File: config.mk
export PLATFORM = sky130hd
export DESIGN_NAME = filtro_pa_ctrl
export DESIGN_NICKNAME = d
export VERILOG_FILES = /design/src/rtl/filtro_pa_ctrl.sv
export SDC_FILE = /design/constraint.sdc
export NUM_CORES = 1
export LEC_CHECK = 0
export CORE_MARGIN = 5
export CORE_UTILIZATION = 45
export CTS_CLUSTER_SIZE = 25
export DETAILED_ROUTE_END_ITERATION = 16
export PLACE_DENSITY = 0.86
export RECOVER_POWER = 50
export SLEW_MARGIN = 20
export SYNTH_ARGS = -nofsm -noshare
export SYNTH_HDL_FRONTEND = slang
export SYNTH_SLANG_ARGS = --single-unit
File: constraint.sdc
create_clock -name clk -period 3.2 [get_ports clk]
set_input_delay 0.32 -clock clk [delete_from_list [all_inputs] [get_ports clk]]
set_output_delay 0.32 -clock clk [all_outputs]
set_load 0.005 [all_outputs]
File: src/rtl/filtro_pa_ctrl.sv
// Sequencer for a 2nd-order IIR filter datapath (direct form II) with one shared multiply-accumulate unit.
// Latency: start edge to done is 7 clocks; back-to-back samples every 7 clocks (start may coincide with done).
// Backpressure: none; a start while busy is dropped and sets the sticky overrun flag.
module filtro_pa_ctrl (
   input  logic       clk,
   input  logic       reset,
   input  logic       start,
   output logic       en1,
   output logic       en2,
   output logic       en3,
   output logic       en4,
   output logic       en5,
   output logic       en6,
   output logic       en7,
   output logic [2:0] selmuxS,
   output logic [1:0] selmuxC,
   output logic [2:0] selmuxZ,
   output logic       busy,
   output logic       done,
   output logic       overrun
);

   typedef enum logic [2:0] {
      IDLE  = 3'd0,
      F1    = 3'd1,
      F2    = 3'd2,
      Y1    = 3'd3,
      Y2    = 3'd4,
      Y3    = 3'd5,
      SHIFT = 3'd6
   } state_t;

   // Everything the datapath needs for one cycle, kept together so it is registered as a unit.
   typedef struct packed {
      logic [7:1] en;
      logic [2:0] s;
      logic [1:0] c;
      logic [2:0] z;
   } ctl_t;

   // Signal mux codes
   localparam logic [2:0] S_FK  = 3'd0;
   localparam logic [2:0] S_FK1 = 3'd1;
   localparam logic [2:0] S_FK2 = 3'd2;

   // Coefficient mux codes (b2 equals b0, so the b0 code serves both taps)
   localparam logic [1:0] C_NA1 = 2'd0;
   localparam logic [1:0] C_NA2 = 2'd1;
   localparam logic [1:0] C_B0  = 2'd2;
   localparam logic [1:0] C_B1  = 2'd3;

   // Addend mux codes
   localparam logic [2:0] Z_ZERO  = 3'd0;
   localparam logic [2:0] Z_ACUM1 = 3'd1;
   localparam logic [2:0] Z_ACUM2 = 3'd2;
   localparam logic [2:0] Z_ACUM3 = 3'd3;
   localparam logic [2:0] Z_UK    = 3'd4;

   // Fixed step schedule; any encoding outside it falls back to IDLE.
   function automatic state_t next_of(input state_t st, input logic go);
      state_t n;
      case (st)
         IDLE:    n = go ? F1 : IDLE;
         F1:      n = F2;
         F2:      n = Y1;
         Y1:      n = Y2;
         Y2:      n = Y3;
         Y3:      n = SHIFT;
         SHIFT:   n = IDLE;
         default: n = IDLE;
      endcase
      return n;
   endfunction

   // Moore decode: the datapath controls belonging to each state.
   function automatic ctl_t decode(input state_t st);
      ctl_t c;
      c = '0;
      case (st)
         F1: begin          // acum1 = -a1*fk1 + uk
            c.en[5] = 1'b1;
            c.s     = S_FK1;
            c.c     = C_NA1;
            c.z     = Z_UK;
         end
         F2: begin          // fk = -a2*fk2 + acum1
            c.en[2] = 1'b1;
            c.s     = S_FK2;
            c.c     = C_NA2;
            c.z     = Z_ACUM1;
         end
         Y1: begin          // acum2 = b0*fk
            c.en[6] = 1'b1;
            c.s     = S_FK;
            c.c     = C_B0;
            c.z     = Z_ZERO;
         end
         Y2: begin          // acum3 = b1*fk1 + acum2
            c.en[7] = 1'b1;
            c.s     = S_FK1;
            c.c     = C_B1;
            c.z     = Z_ACUM2;
         end
         Y3: begin          // yk = b2*fk2 + acum3
            c.en[1] = 1'b1;
            c.s     = S_FK2;
            c.c     = C_B0;
            c.z     = Z_ACUM3;
         end
         SHIFT: begin       // fk1 <= fk and fk2 <= old fk1 on the same edge
            c.en[3] = 1'b1;
            c.en[4] = 1'b1;
         end
         default: c = '0;
      endcase
      return c;
   endfunction

   state_t state;
   ctl_t   ctl;

   // FSM with registered outputs: controls are decoded from the next state so they line up with the state register.
   always_ff @(posedge clk) begin
      if (!reset) begin
         state   <= IDLE;
         ctl     <= '0;
         busy    <= 1'b0;
         done    <= 1'b0;
         overrun <= 1'b0;
      end else begin
         state <= next_of(state, start);
         ctl   <= decode(next_of(state, start));
         busy  <= (next_of(state, start) != IDLE);
         done  <= (state == SHIFT);
         if (start && (state != IDLE))
            overrun <= 1'b1;
      end
   end

   assign en1     = ctl.en[1];
   assign en2     = ctl.en[2];
   assign en3     = ctl.en[3];
   assign en4     = ctl.en[4];
   assign en5     = ctl.en[5];
   assign en6     = ctl.en[6];
   assign en7     = ctl.en[7];
   assign selmuxS = ctl.s;
   assign selmuxC = ctl.c;
   assign selmuxZ = ctl.z;

endmodule

==> results.sh, run 1 <==
export IMPL_outcome="finished clean"
export IMPL_powerDensity_nw_per_um2=536
export IMPL_arrival_ns=1.96
export IMPL_fin_crit_sh_pct=54.3
export IMPL_path_clk_slew_ns=0.10
export IMPL_grtUsageMet3_pct=4.21
export IMPL_power_share_clock_pct=31.6
export IMPL_p_sw_mw=0.106
export IMPL_postCtsResizedCells=0
export IMPL_critPathLaunchType="flip-flop"
export IMPL_yosysWarnings=0
export IMPL_h_tree_depth=1
export IMPL_routedWlPerCell_um=12.7
export IMPL_viasPerCell=5.01
export IMPL_cp_end_kind="flip-flop"
export IMPL_routabilityCongestion=0.835
export IMPL_post_cts_setup_buffers=0
export IMPL_fin_util_pct=63.6
export IMPL_synth_cell_area_um2=624
export IMPL_nFillCells=123
export IMPL_cts_tree="done"
export IMPL_yosysUniqueCellTypes=24
export IMPL_p_int_mw=0.337
export IMPL_die_width_um=47.3
export IMPL_tns_ns=0
export IMPL_grt_pass1_wl_um=1820
export IMPL_synth_top_area_cell="dfxtp_1"
export IMPL_period_needed_ns=1.74
export IMPL_p_leak_nw=0.340
export IMPL_hold_slack_ns=0.522
export IMPL_grt_most_used_layer="met2"
export IMPL_vias=466
export IMPL_rsz0062_at_grt="no"
export IMPL_ir_drop_uv=310
export IMPL_postRouteAntennaNets=0
export IMPL_final_nets=84
export IMPL_netSwitchingFraction_pct=23.9
export IMPL_cts_buffers=3
export IMPL_combPwrFrac_pct=13.2
export IMPL_syn_inst=60
export IMPL_io_buffer_count=19
export IMPL_cp_required_ns=3.42
export IMPL_place_hpwl_um=870
export IMPL_yosysSeqAreaShare_pct=57.7
export IMPL_hold_buffers=0
export IMPL_grt_start_max_net_pins=11
export IMPL_met1_usage_pct=13.8
export IMPL_critPathKind="reg2reg"
export IMPL_drtIter0Drc=14
export IMPL_worstReg2RegStart="state[1]"
export IMPL_rr_endpoint="selmuxZ[0]"
export IMPL_dr_pass1_iters=4
export IMPL_first_global_vias=426
export IMPL_max_freq_mhz=575
export IMPL_finalHoldViolations=0
export IMPL_io_pins=21
export IMPL_die_h_um=47.3
export IMPL_finClkSkew_ns=0.00297
export IMPL_synth_top_area_share_pct=57.7
export IMPL_syn_nets=65
export IMPL_slew_viol_final=0
export IMPL_antenna_found_initial=0
export IMPL_drive_gt1_share_pct=7.69
export IMPL_hold_depth=2
export IMPL_start_util_pct=48.0
export IMPL_r2r_cells=5
export IMPL_total_power_mw=0.443
export IMPL_cts_root_buffer="clkbuf_4"
export IMPL_cp_max_fo=8
export IMPL_hold_path_class="reg2reg"
export IMPL_antenna_cells=0
export IMPL_grt_usage_pct=12.1
export IMPL_clockBufferDepth=2
export IMPL_syn_to_final_growth_pct=32.5
export IMPL_grt_overflow_total=0
export IMPL_drc_errors=0
export IMPL_setup_viol=0
export IMPL_seq_power_share_pct=55.2
export IMPL_core_um2=1300
export IMPL_r2r_slack_ns=1.46
export IMPL_routed_wl_um=1190
export IMPL_hp_start="overrun"
export IMPL_ys_top_cells_by_area="dfxtp_1 58%, nor2_1 6.0%, ha_1 4.0%"
export IMPL_grt_util_met2_pct=18.7
export IMPL_final_cell_area_um2=827
export IMPL_insertion_delay_ns=0.30
export IMPL_rows=13
export IMPL_cap_violations=0
export IMPL_cts_sinks=18
export IMPL_place_area_um2=796
export IMPL_holdPathEnd="overrun"
export IMPL_ys_ff_latch=18
export IMPL_die_area_um2=2230
export IMPL_syn_area_per_cell_um2=10.4
## how the worst max path moves through the flow
stage / to / slack, ns / depth (start not counted) / from
detailed placement: selmuxZ[0] / 1.49 / 6 / state[2]
finish: selmuxZ[0] / 1.46 / 5 / state[1]
global placement: selmuxZ[0] / 1.62 / 6 / state[2]
CTS: selmuxZ[0] / 1.44 / 6 / state[1]
floorplan: selmuxZ[0] / 1.71 / 7 / state[2]
global route: selmuxZ[0] / 1.26 / 5 / state[1]
## Yosys cell counts, drive strengths merged
cell type  count
dfxtp         18
nor2          11
buf            4
nand2          4
and2           2
ha             2
nor2b          2
nor3           2
nor3b          2
a21oi          1
clkbuf         1
conb           1
inv            1
nand2b         1
o211a          1
o21a           1
o21ai          1
o22a           1
o32ai          1
or2b           1
or3            1
xnor2          1
## worst max-delay path, cell delays in order (launching register included)
cell	delay, ns
dfxtp_1	0.48
nand2b_1	0.18
o21ai_0	0.33
ha_1	0.32
nor2b_1	0.15
nor3b_1	0.20
## layer usage
metal	wire length, um	part of all wire, %
met5	0	0
met4	30	2.5
met3	96	8.1
met2	547	46
met1	510	43
## cell usage in the layout (no fill, tap or decap), drive strengths merged
cell type,n
xnor2,1
clkbuf,4
or3,1
o211a,1
nor2b,2
ha,2
o21a,1
o22a,1
nand2,4
nor3,2
or2b,1
clkdlybuf4s50,15
dlygate4sd3,4
nor3b,2
conb,1
and2,2
o21ai,1
nand2b,1
o32ai,1
a21oi,1
nor2,11
inv,1
dfxtp,18
## cell families (layout without fill, tap and decap cells)
logic type      after synthesis  after routing  synth area share, %
buf+inv                       6             24                 6.61
compound gates                6              6                 7.41
simple gates                 26             26                 22.2
other cells                   1              1                0.601
fa+ha+maj                     2              2                 4.01
xor+xnor                      1              1                 1.40
flops                        18             18                 57.7
## power by group through the flow
stage | Combinational, mW | Sequential (mW) | Clock [mW]
final | 0.0583 | 0.245 | 0.140
after global routing | 0.0655 | 0.246 | 0.150
after CTS | 0.0616 | 0.245 | 0.142
after detailed placement | 0.0608 | 0.250 | 0
after global placement | 0.0602 | 0.249 | 0
after floorplan | 0.0340 | 0.249 | 0
## layout make-up
| type | count | area [um^2] | share of cell area, % |
|---|---|---|---|
| Tap cell | 15 | 18.8 | 2.27 |
| Sequential cell | 18 | 360 | 43.6 |
| Inverter | 1 | 3.75 | 0.454 |
| Clock buffer | 4 | 36.3 | 4.39 |
| Timing Repair Buffer | 19 | 190 | 23.0 |
| Multi-Input combinational cell | 36 | 218 | 26.3 |
## through the flow
step	setup slack, ns	std cells
2_1_floorplan	1.71	60
3_3_place_gp	1.62	89
3_5_place_dp	1.49	89
4_1_cts	1.44	93
5_1_grt	1.26	93
6_report	1.46	93
## state kept, by name, indices dropped and copies added, names as in the netlist
register,count
selmuxS,1
overrun,1
en5,1
en2,1
busy,1
en6,1
en7,1
selmuxZ,3
en4,1
done,1
state,3
en1,1
selmuxC,2
Note: power is estimated with default switching activity, not from simulation.
==> run 2: changes to the inputs <==
--- a/config.mk
+++ b/config.mk
@@ -6,10 +6,10 @@
 export NUM_CORES = 1
 export LEC_CHECK = 0
 export CORE_MARGIN = 5
-export CORE_UTILIZATION = 45
+export CORE_UTILIZATION = 38
 export CTS_CLUSTER_SIZE = 25
 export DETAILED_ROUTE_END_ITERATION = 16
-export PLACE_DENSITY = 0.86
+export PLACE_DENSITY = 0.78
 export RECOVER_POWER = 50
 export SLEW_MARGIN = 20
 export SYNTH_ARGS = -nofsm -noshare
==> constraint.sdc (replaced) <==
create_clock -name clk -period 1.57 [get_ports clk]
set_input_delay 0.157 -clock clk [delete_from_list [all_inputs] [get_ports clk]]
set_output_delay 0.157 -clock clk [all_outputs]
set_load 0.005 [all_outputs]
==> results.sh, run 2 (same netlist as run 1, synthesis figures left out) <==
export IMPL_cts_sinks=18
export IMPL_powerDensity_nw_per_um2=1050
export IMPL_drtIter0Drc=7
export IMPL_hold_buffers=0
export IMPL_grt_pass1_wl_um=2120
export IMPL_die_area_um2=2550
export IMPL_outcome="finished clean"
export IMPL_place_hpwl_um=992
export IMPL_cp_required_ns=1.79
export IMPL_max_freq_mhz=656
export IMPL_cp_end_kind="flip-flop"
export IMPL_start_util_pct=41.0
export IMPL_viasPerCell=4.91
export IMPL_tns_ns=0
export IMPL_core_um2=1520
export IMPL_antenna_cells=0
export IMPL_insertion_delay_ns=0.28
export IMPL_routabilityCongestion=0.764
export IMPL_die_h_um=50.5
export IMPL_syn_to_final_growth_pct=39.9
export IMPL_setup_viol=0
export IMPL_arrival_ns=1.74
export IMPL_r2r_slack_ns=0.05
export IMPL_nFillCells=150
export IMPL_postRouteAntennaNets=0
export IMPL_cap_violations=0
export IMPL_cp_max_fo=5
export IMPL_critPathLaunchType="flip-flop"
export IMPL_slew_viol_final=0
export IMPL_hold_slack_ns=0.457
export IMPL_final_nets=86
export IMPL_grt_overflow_total=0
export IMPL_vias=471
export IMPL_cts_root_buffer="clkbuf_4"
export IMPL_total_power_mw=0.920
export IMPL_p_leak_nw=0.358
export IMPL_mostFrequentLayoutCells="15 x dfxtp_1, 15 x clkdlybuf4s50_1, 9 x nor2_1"
export IMPL_dr_pass1_iters=4
export IMPL_grt_start_max_net_pins=11
export IMPL_cts_buffers=3
export IMPL_path_clk_slew_ns=0.10
export IMPL_drive_gt1_share_pct=20.0
export IMPL_rsz0062_at_grt="no"
export IMPL_routedWlPerCell_um=13.9
export IMPL_fin_crit_sh_pct=97.0
export IMPL_h_tree_depth=1
export IMPL_rows=14
export IMPL_clockBufferDepth=2
export IMPL_io_buffer_count=19
export IMPL_ir_drop_uv=486
export IMPL_critPathKind="reg2reg"
export IMPL_routed_wl_um=1340
export IMPL_period_needed_ns=1.52
export IMPL_hold_path_class="reg2reg"
export IMPL_die_width_um=50.5
export IMPL_antenna_found_initial=0
export IMPL_io_pins=21
export IMPL_first_global_vias=470
export IMPL_grt_usage_pct=10.9
export IMPL_drc_errors=0
export IMPL_cts_tree="done"
export IMPL_finalHoldViolations=0
export IMPL_finClkSkew_ns=0.00735
run 2: final timing paths:
kind                                from    endpoint  cells past startpoint
worst max-delay path            state[1]  selmuxZ[0]                      6
worst min-delay path            state[2]  selmuxC[0]                      1
worst max register to register  state[1]  selmuxZ[0]                      6
worst min register to register  state[2]  selmuxC[0]                      1
run 2: metal layers:
metal	part of all wire [%]	track usage (%)	wire length (um)
met1	43	12.3	573
met2	48	18.2	645
met3	7.0	2.37	93
met4	1.7	7.23	23
met5	0	0	0
run 2: stage by stage:
| step | utilization (%) | cell area (um^2) | instances | worst slack (ns) |
|---|---|---|---|---|
| floorplan | - | 624 | 60 | 0.0774 |
| global placement | 53.3 | 812 | 92 | 0.0194 |
| detailed placement | 53.3 | 812 | 92 | -0.0944 |
| CTS | 56.7 | 865 | 96 | 0.0269 |
| global route | 57.3 | 873 | 96 | 0.0111 |
| finish | 57.3 | 873 | 96 | 0.0467 |
run 2: worst max-delay path, cell delays in order, from the launching register on:
cell and delay [ns]:
dfxtp_2 0.37, buf_4 0.16, nor2_1 0.16, nor2_1 0.09, ha_1 0.32, nor2b_2 0.16
nor3b_2 0.19
run 2: power breakdown:
group	internal, mW	leakage (nW)	total, mW	switching, mW
Combinational	0.0744	0.188	0.144	0.0695
Clock	0.141	0.0210	0.276	0.135
Sequential	0.483	0.148	0.500	0.0166
Total	0.699	0.358	0.920	0.221
run 2: timing repair:
item                                   CTS  global route
gates cloned                             0             0
setup endpoints to repair                3             3
pin swaps                                0             1
resized for setup                        5             5
endpoints found under the hold margin    0             0
setup buffers                            0             0
run 2: final cells by class:
cell class              count  area, um^2  share of cell area [%]
multi-input cells          36         244                    27.9
repair buffers             21         205                    23.5
inverters                   1        3.75                   0.430
flip-flops and latches     18         364                    41.7
clock buffers               4        36.3                    4.15
well taps                  16        20.0                    2.29
==> run 3: changes to the inputs <==
--- a/config.mk
+++ b/config.mk
@@ -5,12 +5,12 @@
 export SDC_FILE = /design/constraint.sdc
 export NUM_CORES = 1
 export LEC_CHECK = 0
-export CORE_MARGIN = 5
+export CORE_MARGIN = 3
 export CORE_UTILIZATION = 38
 export CTS_CLUSTER_SIZE = 25
 export DETAILED_ROUTE_END_ITERATION = 16
 export PLACE_DENSITY = 0.78
-export RECOVER_POWER = 50
+export RECOVER_POWER = 25
 export SLEW_MARGIN = 20
 export SYNTH_ARGS = -nofsm -noshare
 export SYNTH_HDL_FRONTEND = slang
==> results.sh, run 3 (same netlist as run 1, synthesis figures left out) <==
export IMPL_cts_buffers=3
export IMPL_critPathMaxStageDelay_ns=0.37
export IMPL_grt_pass1_wl_um=1920
export IMPL_final_common_cell="clkdlybuf4s50_1"
export IMPL_postRouteAntennaNets=0
export IMPL_drc_errors=0
export IMPL_core_um2=1520
export IMPL_p_leak_nw=0.347
export IMPL_combPwrFrac_pct=16.1
export IMPL_max_freq_mhz=676
export IMPL_final_nets=86
export IMPL_cts_root_buffer="clkbuf_4"
export IMPL_crit_chain="buf_4 > nor2_2 > nor2_2 > ha_1 > o32ai_1"
export IMPL_grt_overflow_total=0
export IMPL_insertion_delay_ns=0.29
export IMPL_drive_gt1_share_pct=22.5
export IMPL_dr_pass1_iters=6
export IMPL_ir_drop_uv=616
export IMPL_cap_violations=0
export IMPL_syn_to_final_growth_pct=41.3
export IMPL_grt_start_max_net_pins=11
export IMPL_rows=14
export IMPL_cp_max_fo=6
export IMPL_antenna_cells=0
export IMPL_cpMaxStageDelayCell="dfxtp_2"
export IMPL_rsz0062_at_grt="no"
export IMPL_routed_wl_um=1200
export IMPL_hold_buffers=0
export IMPL_netSwitchingFraction_pct=23.7
export IMPL_routedWlPerCell_um=12.4
export IMPL_slew_viol_final=0
export IMPL_post_place_ws_ns=-0.110
export IMPL_grt_usage_pct=13.1
export IMPL_cts_tree="done"
export IMPL_h_tree_depth=1
export IMPL_drtIter0Drc=10
export IMPL_cts_sinks=18
export IMPL_finalHoldViolations=0
export IMPL_critPathLaunchType="flip-flop"
export IMPL_finClkSkew_ns=0.00695
export IMPL_vias=479
export IMPL_setup_viol=0
export IMPL_hold_path_class="reg2reg"
export IMPL_post_cts_setup_buffers=0
export IMPL_first_global_vias=437
export IMPL_routabilityCongestion=0.735
export IMPL_start_util_pct=41.0
export IMPL_place_hpwl_um=930
export IMPL_seq_power_share_pct=54.1
export IMPL_layout_setup_ws_ns=0.0906
export IMPL_crit_family="flip-flops"
export IMPL_period_needed_ns=1.48
export IMPL_crit_path_frequent_cell="nor2_2"
export IMPL_power_share_clock_pct=29.7
export IMPL_mostFrequentLayoutCells="18 x clkdlybuf4s50_1, 16 x dfxtp_1, 7 x nor2_1"
export IMPL_die_area_um2=2170
export IMPL_p_int_mw=0.704
export IMPL_io_buffer_count=19
export IMPL_critPathKind="reg2reg"
export IMPL_p_sw_mw=0.218
export IMPL_die_width_um=46.5
export IMPL_path_clk_slew_ns=0.10
export IMPL_cp_num_buf_inv=1
export IMPL_die_h_um=46.5
export IMPL_clockBufferDepth=2
export IMPL_cp_end_kind="flip-flop"
export IMPL_hold_slack_ns=0.512
export IMPL_antenna_found_initial=0
export IMPL_powerDensity_nw_per_um2=1050
export IMPL_cp_required_ns=1.76
export IMPL_arrival_ns=1.67
export IMPL_io_pins=21
export IMPL_fin_crit_sh_pct=94.2
export IMPL_outcome="finished clean"
export IMPL_viasPerCell=4.99
run 3: cell types whose count changed in the layout (fill, tap and decap cells not counted):
cell and change:
clkdlybuf4s50_1 +3, dlygate4sd3_1 -3, nor2_1 -2, nor2_2 +2
dfxtp_1 +1, dfxtp_2 -1, or3_1 -1, or3_4 +1
run 3: power groups by stage:
stage / Clock (mW) / Combinational [mW] / Sequential [mW]
floorplan: 0 / 0.0693 / 0.508
global placement: 0 / 0.129 / 0.505
detailed placement: 0 / 0.136 / 0.507
CTS: 0.286 / 0.144 / 0.498
global route: 0.303 / 0.162 / 0.502
finish: 0.274 / 0.149 / 0.499
run 3: timing repair:
action,4_1_cts,5_1_grt
gates cloned,0,0
resized for setup,7,4
hold endpoints to repair,0,0
setup endpoints to repair,3,3
run 3: metrics by stage:
step | util, % | TNS (ns) | power (mW) | std cells | area, um^2
final | 57.9 | 0 | 0.922 | 96 | 882
after floorplan | - | 0 | 0.577 | 60 | 624
after detailed placement | 53.3 | -0.182 | 0.643 | 92 | 812
after global placement | 53.3 | 0 | 0.634 | 92 | 812
after global routing | 57.9 | 0 | 0.967 | 96 | 882
after CTS | 56.9 | 0 | 0.927 | 96 | 867
run 3: worst min-delay path, cell delays in order (launching register included):
cell	delay, ns
dfxtp_1	0.35
a21oi_1	0.04
nor2b_1	0.09
run 3: metal layers:
layer,up-vias,global-route usage (%),routed length (um)
met1,219,12.9,451
met5,-,0,0
li1,232,-,-
met3,2,3.52,75
met4,0,8.52,19
met2,26,23.4,649
run 3: worst paths after layout:
kind | from | end | slack, ns | cells after the start
setup / recovery | state[1] | selmuxS[0] | 0.09 | 5
hold / removal | overrun | overrun | 0.51 | 2
setup reg to reg | state[1] | selmuxS[0] | 0.09 | 5
hold reg to reg | overrun | overrun | 0.51 | 2
run 3: final cells by class:
type / count / area, um^2
Clock buffer: 4 / 36.3
Tap cell: 16 / 20.0
Sequential cell: 18 / 363
Fill cell: 116 / 642
Timing Repair Buffer: 21 / 205
Multi-Input combinational cell: 36 / 254
Inverter: 1 / 3.75
